File: src/rtl/interrupt_controller_n_if.sv
// rtl/interrupt_controller_n_if.sv - CPU-side request/response bundle of interrupt_controller_n
interface interrupt_controller_n_if #(
  parameter int NUM_SRC     = 4,
  parameter int PC_WIDTH    = 11,
  parameter int TIMER_WIDTH = 16
);
  logic [NUM_SRC-1:0]     i_irq_src;
  logic                   i_mask_we;
  logic [NUM_SRC-1:0]     i_mask_data;
  logic                   i_timer_set;
  logic [TIMER_WIDTH-1:0] i_timer_load;
  logic                   i_halt;
  logic [PC_WIDTH-1:0]    i_pc;
  logic                   i_ack;
  logic                   i_eret;
  logic                   o_int_take;
  logic [PC_WIDTH-1:0]    o_vector;
  logic [PC_WIDTH-1:0]    o_saved_pc;
  logic [31:0]            o_cause;
  logic                   o_in_service;

  modport master (
    output i_irq_src, i_mask_we, i_mask_data, i_timer_set, i_timer_load,
           i_halt, i_pc, i_ack, i_eret,
    input  o_int_take, o_vector, o_saved_pc, o_cause, o_in_service
  );

  modport slave (
    input  i_irq_src, i_mask_we, i_mask_data, i_timer_set, i_timer_load,
           i_halt, i_pc, i_ack, i_eret,
    output o_int_take, o_vector, o_saved_pc, o_cause, o_in_service
  );
endinterface

File: src/rtl/interrupt_controller_n.sv
// rtl/interrupt_controller_n.sv - masked fixed-priority interrupt controller with quantum timer
// Optional INT_VECTOR_TABLE_EN: per-cause vectors at VECTOR_BASE + code*VECTOR_STRIDE.
module interrupt_controller_n #(
  parameter int NUM_SRC       = 4,
  parameter int PC_WIDTH      = 11,
  parameter int TIMER_WIDTH   = 16,
  parameter int VECTOR_BASE   = 0,
  parameter int VECTOR_STRIDE = 4
) (
  input  logic                    i_clk,
  input  logic                    i_rst,
  interrupt_controller_n_if.slave bus
);

  typedef enum logic {S_IDLE = 1'b0, S_SERVICE = 1'b1} state_t;

  state_t                 r_state;
  logic                   r_halt_pend;
  logic                   r_timer_pend;
  logic                   r_timer_en;
  logic [NUM_SRC-1:0]     r_src_pend;
  logic [NUM_SRC-1:0]     r_mask;
  logic [NUM_SRC-1:0]     r_irq_prev;
  logic [TIMER_WIDTH-1:0] r_quantum;
  logic [TIMER_WIDTH-1:0] r_count;
  logic [PC_WIDTH-1:0]    r_saved_pc;
  logic [31:0]            r_cause;

  logic [NUM_SRC-1:0]     w_src_elig;
  logic [NUM_SRC-1:0]     w_src_rise;
  logic [NUM_SRC-1:0]     w_src_clr;
  logic                   w_timer_elig;
  logic                   w_any_elig;
  logic                   w_take;
  logic                   w_clr_halt;
  logic                   w_clr_timer;
  logic                   w_timer_fire;
  logic [31:0]            w_code;
  logic [PC_WIDTH-1:0]    w_vector;

  assign w_src_elig   = r_src_pend & r_mask;
  assign w_src_rise   = bus.i_irq_src & ~r_irq_prev;
  assign w_timer_elig = r_timer_pend & r_timer_en;
  assign w_any_elig   = r_halt_pend | w_timer_elig | (|w_src_elig);
  // Take decision depends on registers only, so no input reaches int_take combinationally.
  assign w_take       = (r_state == S_IDLE) & w_any_elig;
  assign w_clr_halt   = w_take & r_halt_pend;
  assign w_clr_timer  = w_take & ~r_halt_pend & w_timer_elig;
  assign w_timer_fire = ~bus.i_timer_set & r_timer_en & (r_state == S_IDLE) &
                        (r_count == TIMER_WIDTH'(1));

  always_comb begin
    w_code    = 32'd0;
    w_src_clr = '0;
    for (int i = NUM_SRC - 1; i >= 0; i--) begin
      if (w_src_elig[i]) begin
        w_code       = 32'(3 + i);
        w_src_clr    = '0;
        w_src_clr[i] = 1'b1;
      end
    end
    if (w_timer_elig) begin
      w_code    = 32'd1;
      w_src_clr = '0;
    end
    if (r_halt_pend) begin
      w_code    = 32'd2;
      w_src_clr = '0;
    end
    if (!w_take) begin
      w_src_clr = '0;
    end
  end

`ifdef INT_VECTOR_TABLE_EN
  logic [PC_WIDTH-1:0] r_vector;
  logic [PC_WIDTH-1:0] w_vec_calc;

  assign w_vec_calc = PC_WIDTH'(32'(VECTOR_BASE) + w_code * 32'(VECTOR_STRIDE));
  assign w_vector   = (r_state == S_IDLE) ? w_vec_calc : r_vector;

  always_ff @(posedge i_clk or posedge i_rst) begin
    if (i_rst) begin
      r_vector <= PC_WIDTH'(VECTOR_BASE);
    end else if (w_take) begin
      r_vector <= w_vec_calc;
    end
  end
`else
  logic [31:0] w_unused_stride;

  assign w_unused_stride = 32'(VECTOR_STRIDE);
  assign w_vector        = PC_WIDTH'(VECTOR_BASE);
`endif

  always_ff @(posedge i_clk or posedge i_rst) begin
    if (i_rst) begin
      r_state      <= S_IDLE;
      r_halt_pend  <= 1'b0;
      r_timer_pend <= 1'b0;
      r_timer_en   <= 1'b0;
      r_src_pend   <= '0;
      r_mask       <= '0;
      r_irq_prev   <= '0;
      r_quantum    <= '0;
      r_count      <= '0;
      r_saved_pc   <= '0;
      r_cause      <= 32'd0;
    end else begin
      // Clears come from the take decision; new requests on the same edge win.
      r_irq_prev  <= bus.i_irq_src;
      r_src_pend  <= (r_src_pend & ~w_src_clr) | w_src_rise;
      r_halt_pend <= (r_halt_pend & ~w_clr_halt) | bus.i_halt;

      if (bus.i_mask_we) begin
        r_mask <= bus.i_mask_data;
      end

      if (bus.i_timer_set) begin
        r_quantum  <= bus.i_timer_load;
        r_count    <= bus.i_timer_load;
        r_timer_en <= |bus.i_timer_load;
        if (bus.i_timer_load == '0) begin
          r_timer_pend <= 1'b0;
        end else begin
          r_timer_pend <= r_timer_pend & ~w_clr_timer;
        end
      end else begin
        r_timer_pend <= (r_timer_pend & ~w_clr_timer) | w_timer_fire;
        if (r_timer_en && r_state == S_IDLE) begin
          r_count <= (r_count == TIMER_WIDTH'(1)) ? r_quantum : r_count - TIMER_WIDTH'(1);
        end
      end

      if (bus.i_ack) begin
        r_cause <= 32'd0;
      end

      case (r_state)
        S_IDLE: begin
          if (w_take) begin
            r_state    <= S_SERVICE;
            r_saved_pc <= bus.i_pc;
            r_cause    <= w_code;
          end
        end
        S_SERVICE: begin
          if (bus.i_eret) begin
            r_state <= S_IDLE;
          end
        end
        default: r_state <= S_IDLE;
      endcase
    end
  end

  assign bus.o_int_take   = w_take;
  assign bus.o_vector     = w_vector;
  assign bus.o_saved_pc   = r_saved_pc;
  assign bus.o_cause      = r_cause;
  assign bus.o_in_service = (r_state == S_SERVICE);

endmodule

File: src/flat_wrapper.sv
// flat-port wrapper written by rule: the top's interface ports become plain ports
module interrupt_controller_n_flat 
#(
  parameter int NUM_SRC       = 4,
  parameter int PC_WIDTH      = 11,
  parameter int TIMER_WIDTH   = 16,
  parameter int VECTOR_BASE   = 0,
  parameter int VECTOR_STRIDE = 4
)
  (i_clk, i_rst, bus_i_irq_src, bus_i_mask_we, bus_i_mask_data, bus_i_timer_set, bus_i_timer_load, bus_i_halt, bus_i_pc, bus_i_ack, bus_i_eret, bus_o_int_take, bus_o_vector, bus_o_saved_pc, bus_o_cause, bus_o_in_service);
  interrupt_controller_n_if #(.NUM_SRC(NUM_SRC), .PC_WIDTH(PC_WIDTH), .TIMER_WIDTH(TIMER_WIDTH)) bus_i ();
  input  logic i_clk;
  input  logic i_rst;
  input wire logic [$bits(bus_i.i_irq_src)-1:0] bus_i_irq_src;
  input wire logic [$bits(bus_i.i_mask_we)-1:0] bus_i_mask_we;
  input wire logic [$bits(bus_i.i_mask_data)-1:0] bus_i_mask_data;
  input wire logic [$bits(bus_i.i_timer_set)-1:0] bus_i_timer_set;
  input wire logic [$bits(bus_i.i_timer_load)-1:0] bus_i_timer_load;
  input wire logic [$bits(bus_i.i_halt)-1:0] bus_i_halt;
  input wire logic [$bits(bus_i.i_pc)-1:0] bus_i_pc;
  input wire logic [$bits(bus_i.i_ack)-1:0] bus_i_ack;
  input wire logic [$bits(bus_i.i_eret)-1:0] bus_i_eret;
  output wire logic [$bits(bus_i.o_int_take)-1:0] bus_o_int_take;
  output wire logic [$bits(bus_i.o_vector)-1:0] bus_o_vector;
  output wire logic [$bits(bus_i.o_saved_pc)-1:0] bus_o_saved_pc;
  output wire logic [$bits(bus_i.o_cause)-1:0] bus_o_cause;
  output wire logic [$bits(bus_i.o_in_service)-1:0] bus_o_in_service;
  assign bus_i.i_irq_src = bus_i_irq_src;
  assign bus_i.i_mask_we = bus_i_mask_we;
  assign bus_i.i_mask_data = bus_i_mask_data;
  assign bus_i.i_timer_set = bus_i_timer_set;
  assign bus_i.i_timer_load = bus_i_timer_load;
  assign bus_i.i_halt = bus_i_halt;
  assign bus_i.i_pc = bus_i_pc;
  assign bus_i.i_ack = bus_i_ack;
  assign bus_i.i_eret = bus_i_eret;
  assign bus_o_int_take = bus_i.o_int_take;
  assign bus_o_vector = bus_i.o_vector;
  assign bus_o_saved_pc = bus_i.o_saved_pc;
  assign bus_o_cause = bus_i.o_cause;
  assign bus_o_in_service = bus_i.o_in_service;
  interrupt_controller_n #(.NUM_SRC(NUM_SRC), .PC_WIDTH(PC_WIDTH), .TIMER_WIDTH(TIMER_WIDTH), .VECTOR_BASE(VECTOR_BASE), .VECTOR_STRIDE(VECTOR_STRIDE)) u_core (.i_clk(i_clk), .i_rst(i_rst), .bus(bus_i));
endmodule
File: config.mk
export PLATFORM = sky130hd
export DESIGN_NAME = interrupt_controller_n_flat
export DESIGN_NICKNAME = d
export VERILOG_FILES = /design/src/rtl/interrupt_controller_n_if.sv /design/src/rtl/interrupt_controller_n.sv /design/src/flat_wrapper.sv
export SDC_FILE = /design/constraint.sdc
export NUM_CORES = 1
export LEC_CHECK = 0
export ABC_AREA = 1
export CORE_MARGIN = 8
export CORE_UTILIZATION = 45
export CTS_BUF_LIST = sky130_fd_sc_hd__clkbuf_16
export DETAILED_ROUTE_END_ITERATION = 10
export PLACE_DENSITY = 0.81
export SLEW_MARGIN = 20
export SYNTH_ARGS = -nofsm -noshare
export SYNTH_HDL_FRONTEND = slang
export SYNTH_SLANG_ARGS = --single-unit
File: constraint.sdc
create_clock -name i_clk -period 8.2 [get_ports i_clk]
set_clock_uncertainty 0.15 [all_clocks]
set_input_delay 1.64 -clock i_clk [delete_from_list [all_inputs] [get_ports i_clk]]
set_output_delay 1.64 -clock i_clk [all_outputs]
set_load 0.01 [all_outputs]
## Word-level counts from Yosys, hierarchy flattened

Index checks and enable logic that the tools add are counted.

- Flip-flop bits (word level): 91
- Output and inout bits: 56

- Equal/unequal tests: 1
- Bitwise gates (word level): 25
- Reductions and logical operators: 6
- Multiplexer cells: 24
- Add/sub/neg operators: 1

Operator list:

| kind | count |
|---|---|
| 32-bit two-way mux | 3 |
| 16-bit two-way mux | 3 |
| 4-bit two-way mux | 7 |
| 3-bit two-way mux | 6 |
| 16-bit by 1-bit equality test with 1-bit output (second input constant) | 1 |
| 16-bit logical NOT | 1 |
| 16-bit OR reduction | 1 |
| 16-bit by 1-bit subtractor with 16-bit output (second input constant) | 1 |
| 4-bit AND | 3 |
| 1-bit AND | 10 |
| 4-bit NOT | 2 |
| 1-bit NOT | 5 |
| 1-bit two-way mux | 4 |
| 1-bit OR | 4 |
| 4-bit OR | 1 |
| 4-bit OR reduction | 1 |
| 1-bit case mux with 2 select lines | 1 |
| 2-bit AND reduction | 1 |
| 2-bit nonzero test | 1 |
| 1-bit logical AND | 1 |

## Depth between registers and ports, before layout

Gate-level depths: netlist (run 1).

- Depth in word-level cells: 11
- Depth in mapped cells: 10

## Least setup slack after synthesis (run 1)

OpenSTA, ideal clock, no wires.

- Path type: register to output
- From: register u_core.r_src_pend[1]
- To: output port bus_o_int_take
- Data required time: 6.410 ns
- Arrival: 1.034 ns
- Cell stages (with the launch flop): 8
- Path slack: 5.376 ns
- Cell sequence: dfrtp_1 nand2_1 inv_1 nor2_1 nand3_1 nand2_2 inv_2 buf_4

- Word-level cells in the longest chain between the ends: 4

Ends and longest elaborated chain:

| element | RTL line | source |
|---|---|---|
| start, declared | interrupt_controller_n.sv:21 | `logic [NUM_SRC-1:0] r_src_pend;` |
| start signal, assigned | interrupt_controller_n.sv:112 | `r_src_pend <= (r_src_pend & ~w_src_clr) \| w_src_rise;` |
| 4-bit AND | interrupt_controller_n.sv:41 | `assign w_src_elig = r_src_pend & r_mask;` |
| 4-bit OR reduction | interrupt_controller_n.sv:44 | `assign w_any_elig = r_halt_pend \| w_timer_elig \| (\|w_src_elig);` |
| 1-bit OR | interrupt_controller_n.sv:44 |  |
| 1-bit AND | interrupt_controller_n.sv:46 | `assign w_take = (r_state == S_IDLE) & w_any_elig;` |
| end, declared | flat_wrapper.sv:23 | `output wire logic [$bits(bus_i.o_int_take)-1:0] bus_o_int_take;` |

Every way passes these cells.

## Worst setup path after layout (run 1)

- From: register u_core.r_timer_en
- To: output port bus_o_int_take

- Word-level cells in the longest chain between the ends: 4

Ends and longest elaborated chain:

| element | RTL line | source |
|---|---|---|
| start, declared | interrupt_controller_n.sv:20 | `logic r_timer_en;` |
| start signal, assigned | interrupt_controller_n.sv:122 | `r_timer_en <= \|bus.i_timer_load;` |
| 1-bit AND | interrupt_controller_n.sv:43 | `assign w_timer_elig = r_timer_pend & r_timer_en;` |
| 1-bit OR (2 in a row) | interrupt_controller_n.sv:44 |  |
| 1-bit AND | interrupt_controller_n.sv:46 |  |

Every way passes these cells.

==> out/summary.txt, run 1 <==
Seq/Total Area, Yosys -> 52.95%
Via density -> 5.058
CP Buf/Inv Count -> 3
number of global-route vias before repair -> 3851
vias -> 3763
Max clock buf depth -> 2
# rows -> 35
clk slew on worst S/H paths -> 0.07 ns
WHS Path Cells -> 1
r2r startpoint -> u_core.bus.o_in_service
Final setup viols -> 0
PwrDens -> 270.7 mW/mm^2
Reg2Reg Depth -> 7
Starting Density -> 46.54%
share of cells above drive strength 1 -> 7.805%
Post-Synth Simple-Gate Area -> 28.72%
register area -> 0.002277 sq mm
CP startpoint kind -> register
final hold vios -> 0
Synth Area in Compound Gates -> 7.885%
Post-Route WL -> 10.90 mm
clk root buf -> clkbuf_16
cell leakage power -> 2.661 nW
type of the worst setup path -> reg2out
Area after DPL -> 0.005206 sq mm
CTS sink cnt -> 91
htree depth -> 3
Antenna Nets Post-Route -> 0
highest-delay cell along the critical path -> clkdlybuf4s50_1
crit path max fanout -> 42
port bufs -> 86
TritonCTS clock tree -> yes
Clk Latency, worst-skew pair -> 0.34 ns
placed insts -> 728
post-cts resize count -> 0
multi-input logic area -> 0.001692 sq mm
pin count of the biggest net entering global routing -> 48
Post-Synth Adder-Cell Area -> 0.5819%
main combinational cell family by area after synthesis -> simple AND/OR/NAND/NOR gates
Distinct cells, synth -> 30
# DRC -> 0
RSZ-0062 raised after global routing -> no
IR drop worst, VDD -> 0.0002336 V
fin crit share -> 51.92%
CP max stage delay -> 0.67 ns
multiplexer share of the synthesized area -> 0.7856%
TritonRoute pass-1 iters -> 5
Synth Area in XOR/XNOR -> 0.4073%
global route total overflow -> 0
Worst Path Required -> 6.41 ns
Synth Instances -> 528
Pwr Total -> 1.495 mW
cell mode on critical path -> nand2_1
layout net count -> 654
CP Launch Point -> u_core.r_timer_en
CP top delay family -> buffers and inverters
antenna violations before repair -> 0
Cell Area, Synth -> 0.004300 sq mm
Final HPWL DP -> 7.934 mm
Slew HR -> 35.73%
worst hold-check path type -> reg2reg
measured slew at the worst slew-check pin -> 0.9605 ns
first-pass GRT wire length -> 18.29 mm
setup slack after layout -> 3.943 ns
design area -> 0.005524 sq mm
flop2flop setup slack -> 6.22 ns
IO Pins -> 98
worst path cell trace -> nand2_1 -> nand2_1 -> inv_1 -> nand3_1 -> nand2_2 -> inv_2 -> clkdlybuf4s50_1
HP Start -> u_core.r_irq_prev[0]
die outline height -> 113.8 um
Core Box Area -> 0.009240 sq mm
All-Layer GR Usage -> 17.45%
Tmin final -> 4.257 ns
Post CTS Setup Buffer Count -> 0
Final TNS setup -> 0 ns
Layout area overhead -> 28.46%
average wire per standard cell -> 14.65 um
hold_buf cts -> 0
Starting DRT DRC Count -> 222
outcome -> complete, no violations
pre-CTS setup slack -> 4.280 ns
Crit path depth -> 7
Worst setup EP type -> output port
Final Max Slew Viols -> 0
critical path arrival -> 2.47 ns
Die ar. -> 0.01294 sq mm
syn avg cell area -> 8.145 sq um
antenna cells -> 0
Peak Freq -> 234.9 MHz
Hold EP -> u_core.r_src_pend[0]
Yosys warnings -> 0
Filler Cell Count -> 803
max cap viols -> 0
Final Non-Filler Cells -> 744
total CTS buffers -> 9
synthesis-stage register bit count -> 91
placer congestion estimate -> 0.9234
RR Endpoint -> u_core.r_count[15]
Die X -> 113.8 um
==> kinds of logic (layout without fill, tap and decap cells) <==
group                      after synthesis  in the layout
xor gates and xnor gates                 2              2
buffers and inverters                   80            157
adders and majority gates                2              2
and+or+nand+nor                        291            291
muxes                                    3              3
AOI/OAI and AO/OA                       58             58
other                                    1             11
DFF                                     91             91
==> cell type report <==
type	count	area share [%]
flip-flops and latches	91	41.22
multi-input cells	367	30.62
repair buffers	88	15.86
clock buffers	9	4.077
inverters	53	3.624
well taps	129	2.922
clock inverters	7	1.676
==> synth_stat cells (all sizes together) <==
library cell | number | share of area, %
nand2 | 178 | 16
dfrtp | 91 | 53
nor2 | 67 | 6.9
inv | 53 | 4.6
nand3 | 38 | 4.9
o21ai | 30 | 3.8
buf | 22 | 3.5
a21oi | 13 | 1.5
o22ai | 7 | 1.0
clkbuf | 5 | 0.44
nor3 | 4 | 0.47
o21bai | 4 | 0.70
mux2 | 3 | 0.79
ha | 2 | 0.58
nand4 | 2 | 0.29
o211ai | 2 | 0.58
or2 | 2 | 0.29
xor2 | 2 | 0.41
a31oi | 1 | 0.15
conb | 1 | 0.087
o31ai | 1 | 0.17
==> flip-flops by register name (all words and copies together) (netlist names), 4 cells and up <==
signal                 flops
u_core.r_count            16
u_core.r_quantum          16
u_core.bus.o_cause        32
u_core.r_src_pend          4
u_core.r_irq_prev          4
u_core.r_mask              4
u_core.bus.o_saved_pc     11
==> worst register-to-register path, cell delays in order, from the launching register on <==
cell	delay, ns
dfrtp_1	0.40
inv_2	0.11
nand2_1	0.11
nor2_1	0.74
o21ai_0	0.21
inv_1	0.10
nand2_1	0.05
nand2_1	0.05
==> per-layer routing <==
| layer | global-route usage, % | wire length (um) | up-vias |
|---|---|---|---|
| met1 | 21.07 | 4496 | 1785 |
| met3 | 7.026 | 1046 | 18 |
| met5 | 0 | 0 | - |
| met2 | 27.93 | 5149 | 161 |
| li1 | - | - | 1799 |
| met4 | 5.329 | 208 | 0 |
==> cells in the final DEF, fill, tap and decap left out, types with 3 or more instances in the layout <==
master and count:
nand2_2 3, inv_2 3, nand3_1 34, clkbuf_16 9, nor2_1 57, o21ai_0 27, o21ai_2 3, nand3_2 4
nor2_4 4, mux2_2 3, nor2_2 6, o22ai_1 7, inv_1 49, clkdlybuf4s50_1 86, conb_1 11, nor3_1 4
dfrtp_1 91, o21bai_1 4, a21oi_1 13, nand2_1 174
==> metrics by stage <==
| step | hold slack, ns | utilization, % |
|---|---|---|
| 5_1_grt | 0.3031 | 59.78 |
| 6_report | 0.2703 | 59.78 |
| 4_1_cts | 0.2772 | 59.78 |
| 3_5_place_dp | 0.2685 | 56.34 |
| 2_1_floorplan | 0.2496 | - |
| 3_3_place_gp | 0.2558 | 56.34 |
==> worst max-delay path by stage <==
stage                                  endpoint  slack (ns)
final                            bus_o_int_take        3.94
after global routing             bus_o_int_take        3.73
after CTS                        bus_o_int_take        3.94
after detailed placement      u_core.r_count[4]        4.28
after global placement           bus_o_int_take        4.35
after floorplan           u_core.bus.o_cause[0]        4.05
==> where the power goes <==
part | switching [mW] | internal [mW] | total [mW]
clock network | 0.185 | 0.244 | 0.429
logic | 0.286 | 0.181 | 0.468
registers | 0.0704 | 0.528 | 0.598
total | 0.542 | 0.954 | 1.50
Note: power is estimated with default switching activity, not from simulation.
==> run 2, diff against run 1 <==
clock period = 4.45 ns   (was 8.2 ns; I/O delays follow)
==> out/summary.txt, run 2 (same netlist as run 1, synthesis figures left out) <==
post-cts resize count -> 0
global route total overflow -> 0
vias -> 3632
Via density -> 4.869
number of global-route vias before repair -> 3705
type of the worst setup path -> reg2out
Die ar. -> 0.01294 sq mm
critical path arrival -> 2.51 ns
RR Endpoint -> u_core.bus.o_cause[1]
IR drop worst, VDD -> 0.0003789 V
setup slack after layout -> 0.8990 ns
placer congestion estimate -> 0.9158
pin count of the biggest net entering global routing -> 50
Clk Latency, worst-skew pair -> 0.34 ns
pre-CTS setup slack -> 1.301 ns
max reg flops -> 32
flop2flop setup slack -> 2.48 ns
# DRC -> 0
die outline height -> 113.8 um
antenna cells -> 0
WHS Path Cells -> 1
Max clock buf depth -> 2
Layout area overhead -> 28.51%
HP Start -> u_core.r_irq_prev[0]
r2r startpoint -> u_core.r_timer_en
CP startpoint kind -> register
All-Layer GR Usage -> 16.94%
Post-Route WL -> 10.77 mm
cell leakage power -> 2.656 nW
Final Max Slew Viols -> 0
fin crit share -> 79.80%
antenna violations before repair -> 0
Reg2Reg Depth -> 8
share of cells above drive strength 1 -> 8.104%
TritonRoute pass-1 iters -> 4
most frequent cells in the layout -> nand2_1 (174), dfrtp_1 (91), clkdlybuf4s50_1 (86)
Final TNS setup -> 0 ns
average wire per standard cell -> 14.44 um
CTS sink cnt -> 91
# rows -> 35
Tmin final -> 3.551 ns
Hold EP -> u_core.r_src_pend[0]
Post CTS Setup Buffer Count -> 0
max cap viols -> 0
PwrDens -> 493.7 mW/mm^2
measured slew at the worst slew-check pin -> 0.8924 ns
Starting DRT DRC Count -> 151
Final HPWL DP -> 7.762 mm
Worst Path Required -> 3.41 ns
RSZ-0062 raised after global routing -> no
Worst setup EP type -> output port
Slew HR -> 40.44%
TritonCTS clock tree -> yes
worst hold-check path type -> reg2reg
Final setup viols -> 0
port bufs -> 86
htree depth -> 3
clk root buf -> clkbuf_16
Core Box Area -> 0.009240 sq mm
Starting Density -> 46.54%
Peak Freq -> 281.6 MHz
IO Pins -> 98
commonest non-fill, non-tap cell in the layout -> nand2_1
hold_buf cts -> 0
Die X -> 113.8 um
clk slew on worst S/H paths -> 0.07 ns
total CTS buffers -> 9
first-pass GRT wire length -> 17.70 mm
final hold vios -> 0
Antenna Nets Post-Route -> 0
placed insts -> 731
crit path max fanout -> 42
outcome -> complete, no violations
layout net count -> 657
Final Non-Filler Cells -> 746
-- run 2: worst max-delay path: stages, from the launching register on --
cell and delay, ns:
dfrtp_1 0.36, nand2_1 0.11, nand2_1 0.10, inv_1 0.05
nand3_1 0.10, nand2_2 0.20, inv_2 0.55, clkdlybuf4s50_1 0.66
-- run 2: worst max path at each step --
stage	from	to	slack [ns]	cells past startpoint
floorplan	i_rst	u_core.bus.o_cause[0]	1.05	1
global placement	u_core.r_timer_en	bus_o_int_take	1.37	7
detailed placement	u_core.r_timer_en	bus_o_int_take	1.30	7
CTS	u_core.r_timer_en	bus_o_int_take	0.91	7
global route	u_core.r_timer_en	bus_o_int_take	0.74	7
finish	u_core.r_timer_en	bus_o_int_take	0.90	7
-- run 2: layout make-up --
cell class / count / area [sq um]
Tap cell: 129 / 161.4
Timing Repair Buffer: 91 / 898.4
Fill cell: 795 / 3714
Inverter: 53 / 200.2
Clock inverter: 6 / 72.57
Clock buffer: 9 / 225.2
Sequential cell: 91 / 2277
Multi-Input combinational cell: 367 / 1692
-- run 2: metrics by stage --
step / utilization [%] / cell area [sq um] / hold WS [ns] / power (mW)
after floorplan: - / 4338 / 0.2496 / 1.656
after global placement: 56.59 / 5229 / 0.2548 / 1.940
after detailed placement: 56.59 / 5229 / 0.2733 / 1.961
after CTS: 59.81 / 5527 / 0.2795 / 2.738
after global routing: 59.81 / 5527 / 0.2969 / 2.892
final: 59.81 / 5527 / 0.2711 / 2.728
-- run 2: power by group --
group          switching, mW  leakage (nW)  internal, mW
clock                  0.333         0.136         0.438
sequential             0.124          1.14         0.974
combinational          0.520          1.38         0.340
total                  0.976          2.66          1.75
-- run 2: per-layer routing --
layer	GRT usage [%]	wire, um	vias to the layer above	share of wire [%]
li1	-	-	1802	-
met1	20.04	4580	1694	43
met2	27.30	4977	121	46
met3	6.973	1031	15	9.6
met4	5.595	182	0	1.7
met5	0	0	-	0
